$ cat src/rtl/reset_seq_pkg.sv
// Shared types, widths and default timing for the reset sequencer.
// Imported by the sequencer top and its button debouncer.
package reset_seq_pkg;

   typedef enum logic [1:0] {
      ST_ASSERT  = 2'd0,
      ST_RELEASE = 2'd1,
      ST_RUN     = 2'd2
   } state_e;

   localparam int DEF_DEBOUNCE_CYCLES = 1000000;
   localparam int DEF_HOLD_CYCLES     = 256;
   localparam int DEF_STAGE_GAP       = 16;
   localparam int DEF_N_STAGES        = 3;

   // Bits needed to count 0..limit-1, never less than one.
   function automatic int cnt_width(input int limit);
      return (limit <= 2) ? 1 : $clog2(limit);
   endfunction

endpackage

$ cat src/rtl/reset_seq_if.sv
// Reset sequencer signal bundle: raw reset causes in, staged resets out.
// master = sequencer side, slave = the logic that drives/consumes it.
interface reset_seq_if #(
   parameter int N_STAGES = 3
);

   logic                btn_in;
   logic                pll_locked;
   logic [N_STAGES-1:0] rst_out;
   logic                busy;
   logic                btn_db;

   modport master (
      input  btn_in,
      input  pll_locked,
      output rst_out,
      output busy,
      output btn_db
   );

   modport slave (
      output btn_in,
      output pll_locked,
      input  rst_out,
      input  busy,
      input  btn_db
   );

endinterface

$ cat src/rtl/reset_sequencer_button_debouncer.sv
// Front-panel button: 2-flop synchronizer plus stable-sample debouncer.
// The level only changes after DEBOUNCE_CYCLES consecutive differing samples.
module button_debouncer
   import reset_seq_pkg::*;
#(
   parameter int DEBOUNCE_CYCLES = DEF_DEBOUNCE_CYCLES
) (
   input  logic clk,
   input  logic rst,
   input  logic i_btn,
   output logic o_btn_db
);

   localparam int CW = cnt_width(DEBOUNCE_CYCLES);
   localparam logic [CW-1:0] LAST = CW'(DEBOUNCE_CYCLES - 1);

   logic [1:0]    r_sync;
   logic [CW-1:0] r_cnt;
   logic          r_db;
   logic          w_btn_s;

   assign w_btn_s = r_sync[1];

   always_ff @(posedge clk or posedge rst) begin
      if (rst) begin
         r_sync <= '0;
         r_cnt  <= '0;
         r_db   <= 1'b0;
      end else begin
         r_sync <= {r_sync[0], i_btn};
         // Any agreement, even for one sample, restarts the stability window.
         if (w_btn_s == r_db) begin
            r_cnt <= '0;
         end else if (r_cnt == LAST) begin
            r_db  <= w_btn_s;
            r_cnt <= '0;
         end else begin
            r_cnt <= r_cnt + 1'b1;
         end
      end
   end

   assign o_btn_db = r_db;

endmodule

$ cat src/rtl/reset_sequencer.sv
// Combines power-on, button and PLL-loss resets and releases the
// downstream stages in order with a minimum pulse width and fixed gaps.
module reset_sequencer
   import reset_seq_pkg::*;
#(
   parameter int DEBOUNCE_CYCLES = DEF_DEBOUNCE_CYCLES,
   parameter int HOLD_CYCLES     = DEF_HOLD_CYCLES,
   parameter int STAGE_GAP       = DEF_STAGE_GAP,
   parameter int N_STAGES        = DEF_N_STAGES
) (
   input  logic       clk,
   input  logic       rst,
   reset_seq_if.master bus
);

   localparam int HW = cnt_width(HOLD_CYCLES);
   localparam int GW = cnt_width(STAGE_GAP);
   localparam int IW = cnt_width(N_STAGES);

   localparam logic [HW-1:0] HOLD_LAST = HW'(HOLD_CYCLES - 1);
   localparam logic [GW-1:0] GAP_LAST  = GW'(STAGE_GAP - 1);
   localparam logic [IW-1:0] IDX_LAST  = IW'(N_STAGES - 1);
   localparam logic [IW-1:0] IDX_ONE   = IW'(1);

   localparam logic [N_STAGES-1:0] ALL_ON  = '1;
   localparam logic [N_STAGES-1:0] BIT_ONE = N_STAGES'(1);

   logic [1:0]          r_lock_sync;
   logic                w_lock_s;
   logic                w_btn_db;
   logic                r_req;
   state_e              r_state;
   logic [HW-1:0]       r_hold;
   logic [GW-1:0]       r_gap;
   logic [IW-1:0]       r_idx;
   logic [N_STAGES-1:0] r_rst_out;
   logic                r_busy;

   button_debouncer #(
      .DEBOUNCE_CYCLES(DEBOUNCE_CYCLES)
   ) u_btn (
      .clk     (clk),
      .rst     (rst),
      .i_btn   (bus.btn_in),
      .o_btn_db(w_btn_db)
   );

   assign w_lock_s = r_lock_sync[1];

   // Sync flops reset to 0 so the PLL reads as unlocked during reset.
   always_ff @(posedge clk or posedge rst) begin
      if (rst) begin
         r_lock_sync <= '0;
         r_req       <= 1'b1;
      end else begin
         r_lock_sync <= {r_lock_sync[0], bus.pll_locked};
         r_req       <= w_btn_db | ~w_lock_s;
      end
   end

   always_ff @(posedge clk or posedge rst) begin
      if (rst) begin
         r_state   <= ST_ASSERT;
         r_hold    <= '0;
         r_gap     <= '0;
         r_idx     <= '0;
         r_rst_out <= ALL_ON;
         r_busy    <= 1'b1;
      end else if (r_req) begin
         r_state   <= ST_ASSERT;
         r_hold    <= '0;
         r_gap     <= '0;
         r_idx     <= '0;
         r_rst_out <= ALL_ON;
         r_busy    <= 1'b1;
      end else begin
         unique case (r_state)
            ST_ASSERT: begin
               r_rst_out <= ALL_ON;
               r_busy    <= 1'b1;
               if (r_hold != HOLD_LAST) begin
                  r_hold <= r_hold + 1'b1;
               end else if (N_STAGES == 1) begin
                  r_state   <= ST_RUN;
                  r_rst_out <= '0;
                  r_busy    <= 1'b0;
               end else begin
                  r_state   <= ST_RELEASE;
                  r_rst_out <= ALL_ON << 1;
                  r_gap     <= '0;
                  r_idx     <= IDX_ONE;
               end
            end
            ST_RELEASE: begin
               if (r_gap != GAP_LAST) begin
                  r_gap <= r_gap + 1'b1;
               end else begin
                  r_gap     <= '0;
                  r_rst_out <= r_rst_out & ~(BIT_ONE << r_idx);
                  if (r_idx == IDX_LAST) begin
                     r_state <= ST_RUN;
                     r_busy  <= 1'b0;
                  end else begin
                     r_idx <= r_idx + 1'b1;
                  end
               end
            end
            ST_RUN: begin
               r_rst_out <= '0;
               r_busy    <= 1'b0;
            end
            default: begin
               r_state   <= ST_ASSERT;
               r_rst_out <= ALL_ON;
               r_busy    <= 1'b1;
            end
         endcase
      end
   end

   assign bus.rst_out = r_rst_out;
   assign bus.busy    = r_busy;
   assign bus.btn_db  = w_btn_db;

endmodule

$ cat src/flat_wrapper.sv
// flat-port wrapper written by rule: the top's interface ports become plain ports
module reset_sequencer_flat import reset_seq_pkg::*;
#(
   parameter int DEBOUNCE_CYCLES = DEF_DEBOUNCE_CYCLES,
   parameter int HOLD_CYCLES     = DEF_HOLD_CYCLES,
   parameter int STAGE_GAP       = DEF_STAGE_GAP,
   parameter int N_STAGES        = DEF_N_STAGES
)
  (clk, rst, bus_btn_in, bus_pll_locked, bus_rst_out, bus_busy, bus_btn_db);
  reset_seq_if #(.N_STAGES(N_STAGES)) bus_i ();
  input  logic clk;
  input  logic rst;
  input wire logic [$bits(bus_i.btn_in)-1:0] bus_btn_in;
  input wire logic [$bits(bus_i.pll_locked)-1:0] bus_pll_locked;
  output wire logic [$bits(bus_i.rst_out)-1:0] bus_rst_out;
  output wire logic [$bits(bus_i.busy)-1:0] bus_busy;
  output wire logic [$bits(bus_i.btn_db)-1:0] bus_btn_db;
  assign bus_i.btn_in = bus_btn_in;
  assign bus_i.pll_locked = bus_pll_locked;
  assign bus_rst_out = bus_i.rst_out;
  assign bus_busy = bus_i.busy;
  assign bus_btn_db = bus_i.btn_db;
  reset_sequencer #(.DEBOUNCE_CYCLES(DEBOUNCE_CYCLES), .HOLD_CYCLES(HOLD_CYCLES), .STAGE_GAP(STAGE_GAP), .N_STAGES(N_STAGES)) u_core (.clk(clk), .rst(rst), .bus(bus_i));
endmodule
$ cat config.mk
export PLATFORM = sky130hd
export DESIGN_NAME = reset_sequencer_flat
export DESIGN_NICKNAME = d
export VERILOG_FILES = /design/src/rtl/reset_seq_pkg.sv /design/src/rtl/reset_seq_if.sv /design/src/rtl/reset_sequencer_button_debouncer.sv /design/src/rtl/reset_sequencer.sv /design/src/flat_wrapper.sv
export SDC_FILE = /design/constraint.sdc
export NUM_CORES = 1
export LEC_CHECK = 0
export BUFFER_PORTS_ARGS = -buffer_cell sky130_fd_sc_hd__buf_2
export CORE_ASPECT_RATIO = 1.2
export CORE_MARGIN = 2
export CORE_UTILIZATION = 40
export CTS_BUF_LIST = sky130_fd_sc_hd__clkbuf_16
export DETAILED_ROUTE_END_ITERATION = 12
export PLACE_DENSITY = 0.65
export SYNTH_ARGS = -nofsm -noshare
export SYNTH_HDL_FRONTEND = slang
export SYNTH_HIERARCHICAL = 1
export SYNTH_SLANG_ARGS = --single-unit
$ cat constraint.sdc
create_clock -name clk -period 2.69 [get_ports clk]
set_clock_uncertainty 0.2 [all_clocks]
set_input_delay 0.4035 -clock clk [delete_from_list [all_inputs] [get_ports clk]]
set_output_delay 0.4035 -clock clk [all_outputs]
set_load 0.01 [all_outputs]
Word level (Yosys, flattened, before mapping). Index checks and enable logic that the tools add are counted.

Add/subtract/negate cells: 4. Equality and inequality tests: 12. Shift-type cells: 1. Muxes and demuxes: 26. Bitwise operators: 5. Reduce and logical (&&, ||, !) cells: 10.

Operators by type and width (number): $mux W20 (2); $mux W8 (3); $add A20 B1 Y20 const B (1); $eq A20 B20 Y1 const B (1); $mux W2 (7); $mux W4 (3); $ne A3 B2 Y1 const B (3); $pmux W3 S3 (1); $add A8 B1 Y8 const B (1); $ne A8 B8 Y1 const B (1); $pmux W4 S2 (1); $reduce_and A2 Y1 (4); $reduce_and A4 Y1 (2); $mux W3 (2); $pmux W2 S3 (1); $add A4 B1 Y4 const B (1); $eq A2 B2 Y1 const B (2); $mux W1 (4); $ne A4 B4 Y1 const B (1); $pmux W2 S2 (1); $reduce_bool A2 Y1 (2); $and A3 B3 Y3 (1); $ne A3 B1 Y1 const B (1); $not A3 Y3 (1); 10 further kinds (11).

Register bits: 46. Input bits: 4. Output and inout bits: 5. Logic and storage cells: 69.

Logic depth before layout (Yosys ltp).
Depth after elaboration: 6. Depth in mapped cells: 7. Depth with buffers taken out: 6.

Cells and area by module. Netlist, hierarchy kept.

By module, submodules not included: reset_sequencer (times used 1, cells an instance 128, area an instance 1273.7 sq um, sequential area each 581.8 sq um); button_debouncer (times used 1, cells an instance 109, area an instance 1118.6 sq um, sequential area each 575.6 sq um).

Worst setup path before layout. OpenSTA, ideal clock, no wires.

Path kind: register to register. Start point: register u_core.r_gap[0]. End point: register u_core.r_gap[3]. Library setup time: 0.080 ns. Data arrival time: 1.615 ns. Required time: 2.410 ns. Slack: 0.795 ns. Cell stages (with the launch flop): 6. Buffers on the path: 0. Clock period less this slack: 1.895 ns. Cell sequence: dfrtp_1 -> ha_1 -> and3_1 -> nand2b_1 -> or4_4 -> o211ai_2.

Cells in the longest elaborated chain, start to end: 4. Elaborated cells on any way between the ends: 5. Those cells by class: 1 x add/sub; 1 x eq/ne; 3 x mux.

RTL lines: from (decl) (RTL line reset_sequencer.sv:34) `logic [GW-1:0] r_gap;`; from (signal assigned) (RTL line reset_sequencer.sv:96) `r_gap <= r_gap + 1'b1;`; $add A4 B1 Y4 or $ne A4 B4 Y1 (tied branches) (RTL line reset_sequencer.sv:96, reset_sequencer.sv:95); $mux W4 (*) (RTL line reset_sequencer.sv:95) `if (r_gap != GAP_LAST) begin`; $pmux W4 S2 (*) (RTL line reset_sequencer.sv:77) `unique case (r_state)`; $mux W4 (*) (RTL line reset_sequencer.sv:69) `end else if (r_req) begin`.

Every way passes the cells marked *; elsewhere a longest branch is shown, timed or not. A chain may end at the register's enable or synchronous reset.

Worst setup path after layout.
Start point: register u_core.r_state[1]. End point: register u_core.r_gap[3].

Cells in the longest elaborated chain, start to end: 3. Elaborated cells on any way between the ends: 7. Those cells by class: 2 x eq/ne; 2 x mux; 3 x reduce/logical.

RTL lines: from (decl) (RTL line reset_sequencer.sv:32) `state_e r_state;`; from (signal assigned) (RTL line reset_sequencer.sv:63) `r_state <= ST_ASSERT;`; from (signal assigned) (RTL line reset_sequencer.sv:70) `r_state <= ST_ASSERT;`; from (signal assigned) (RTL line reset_sequencer.sv:84) `r_state <= ST_RUN;`; $eq A2 B1 Y1 or $logic_not A2 Y1 (tied branches) (RTL line reset_sequencer.sv:77); $pmux W4 S2, or another cell as far along (RTL line reset_sequencer.sv:77); $mux W4 or $reduce_and A2 Y1 (tied branches).

Parallel ways exist; a longest one is shown, timed or not.

==> run summary <==
CP max-delay cell -> or4_4
TNS Setup -> 0 ps
die area -> 6620 um2
Worst setup EP type -> flip-flop
ANT cells -> 0
Via-to-Cell Ratio -> 5.12
Min-Delay Path Class -> in -> reg
WP data arrival -> 2280 ps
crit path kind -> reg -> reg
cts repair resizes -> 0
Async SR Flop Fraction -> 1.00
net count after synthesis -> 252
crit-path max cell delay -> 480 ps
worst rel slew slack -> 0.396
first-pass iteration count of the detailed router -> 4
clk_lat worst skew -> 290 ps
largest family of logic cells by synthesized area -> simple AND/OR/NAND/NOR gates
CTS tree -> built
Crit path required time -> 2700 ps
Die X -> 74.6 um
gr usage total -> 0.148
routed wire length -> 4150 um
Reg-to-Reg Start -> u_core/r_state[1]$_DFFE_PP0P_
dpl hpwl -> 2920 um
Nets -> 264
largest net degree at the start of global routing -> 24
post-synthesis compound-gate area fraction -> 0.0962
initial antenna violation count -> 0
P_leak -> 1.12 nW
sequential share of the synthesized area -> 0.484
pwr/cell area -> 505 nW/um2
Synth Flop Type -> dfrtp_1
Syn Area/Cell -> 10.1 um2
starting density of the core -> 0.419
DR iter-0 viols -> 71
grt ovf -> 0
Core ar. -> 5710 um2
crit path time final -> 2270 ps
io pins -> 9
total chip power -> 1.34 mW
H-Tree Depth -> 2
Sink Count -> 46
DRC Markers -> 0
period utilization -> 0.845
final setup vio count -> 0
via count -> 1691
Root Buffer -> clkbuf_16
Reg clk slew, reported paths -> 60 ps
critical path startpoint -> u_core/r_state[1]$_DFFE_PP0P_
most frequent cells in the layout -> dfrtp_1, nor2_1, nand2_1
status -> complete, no violations
Max FO, Critical Path -> 13
Slew @ Worst Pin -> 905 ps
Post-CTS Setup Inserts -> 0
RSZ-0062 raised after global routing -> false
# rows -> 30
cells along the critical path -> inv_1, ha_1, nand4_1, o221a_4, or4_4, o211ai_2
synthesized cell area -> 2390 um2
commonest non-fill, non-tap cell in the layout -> dfrtp_1
Max VDD drop -> 0.315 mV
xor and xnor area share after synthesis -> 0.0659
Max Cap Viol -> 0
max-slew violations -> 0
mux cell area share after synthesis -> 0.0256
share of layout cells above drive strength 1 -> 0.124
clock tree buffer depth -> 2
Synth Register Bits -> 46
Fmax -> 440 MHz
Hold Startpoint -> bus_btn_in
CTS Hold Bufs -> 0
count of input and output buffers -> 8
area share of and/or/nand/nor cells after synthesis -> 0.242
Area Overhead vs Synth -> 11.2%
vias in the first global route -> 1692
adder-cell share of the synthesized area -> 0.0575
crit start category -> flip-flop
Post-synth EDFFs -> 0
first-pass GRT wire length -> 7490 um
RD Place Congestion -> 0.818
Cells after Synth -> 237
CTS Buf Count -> 5
R2R Setup Slk -> 420 ps
YS warnings -> 6
post-detailed-route count of antenna-violating nets -> 0
Final Hold Fails -> 0
die height -> 88.7 um
Distinct cells, synth -> 47
WL/cell -> 12.6 um
==> sequential cells by signal (all words and copies together), names as in the netlist <==
register / count
u_core/bus.busy: 1
u_core/r_req: 1
u_core/u_btn/r_sync: 2
u_core/r_state: 2
u_core/r_idx: 2
u_core/r_lock_sync: 2
u_core/r_gap: 4
u_core/bus.rst_out: 3
u_core/u_btn/r_cnt: 20
u_core/u_btn/o_btn_db: 1
u_core/r_hold: 8
==> final cells by class <==
type                       count  area, um2
fill                         561       3040
multi-input combinational    173       1160
sequential                    46       1160
clock buffer                   5        125
tap                           80        100
inverter                      14       52.6
timing repair buffer           9       47.5
clock inverter                 3       13.8
==> layer usage <==
metal  vias to the layer above  routed length [um]  global-route usage
met5                         -                   0                   0
met3                         6                 105              0.0342
met1                       806                1980               0.181
met4                         0                  74              0.0584
met2                        17                1990               0.249
li1                        862                   -                   -
==> cells by family (layout without fill, tap and decap cells) <==
kind of cell               after synthesis  after routing
AOI/OAI and AO/OA                       33             33
xor gates and xnor gates                18             18
adders and majority gates               11             11
buffers and inverters                   18             31
DFF                                     46             46
muxes                                    6              6
and+or+nand+nor                        105            105
==> path summary, 6_finish.rpt <==
kind / to / cells after the start
min in group asynchronous: u_core/r_gap[1]$_DFFE_PP0P_ / 2
worst min register to register: u_core/r_lock_sync[1]$_DFF_PP0_ / 0
worst max register to register: u_core/r_gap[3]$_DFFE_PP0P_ / 6
max in group asynchronous: u_core/u_btn/r_cnt[11]$_DFF_PP0_ / 2
worst min-delay path: u_core/u_btn/r_sync[0]$_DFF_PP0_ / 1
worst max-delay path: u_core/r_gap[3]$_DFFE_PP0P_ / 6
==> power by group <==
| group | leakage, nW | switching (mW) | internal [mW] |
|---|---|---|---|
| logic | 0.436 | 0.0302 | 0.0129 |
| registers | 0.611 | 0.0128 | 0.704 |
| clock network | 0.0748 | 0.247 | 0.337 |
==> Yosys cell counts, drive strengths merged (8+ instances only) <==
| master | number | share of area |
|---|---|---|
| a21oi | 8 | 0.017 |
| nor3 | 11 | 0.025 |
| dfrtp | 41 | 0.43 |
| nor2 | 25 | 0.039 |
| o21ai | 10 | 0.022 |
| nand4 | 8 | 0.036 |
| inv | 13 | 0.020 |
| xnor2 | 12 | 0.044 |
| nand3 | 12 | 0.025 |
| ha | 11 | 0.058 |
| nand2 | 22 | 0.035 |
==> critical path: cells and delay by family (launching register included) <==
kind	cells	cell delay (ps)
simple gates	2	650
fa+ha+maj	1	450
flops	1	410
compound gates	2	360
buf+inv	1	110
==> stage by stage <==
stage / util / area [um2] / setup WS [ps] / instances / hold WS, ps
finish: 0.466 / 2660 / 417 / 330 / 19.1
global route: 0.466 / 2660 / 291 / 330 / 11.8
CTS: 0.466 / 2660 / 424 / 330 / 16.4
detailed placement: 0.442 / 2520 / 441 / 322 / 142
global placement: 0.442 / 2520 / 504 / 322 / 136
floorplan: - / 2390 / 795 / 237 / 131
Power figures use the tool's default switching activity.
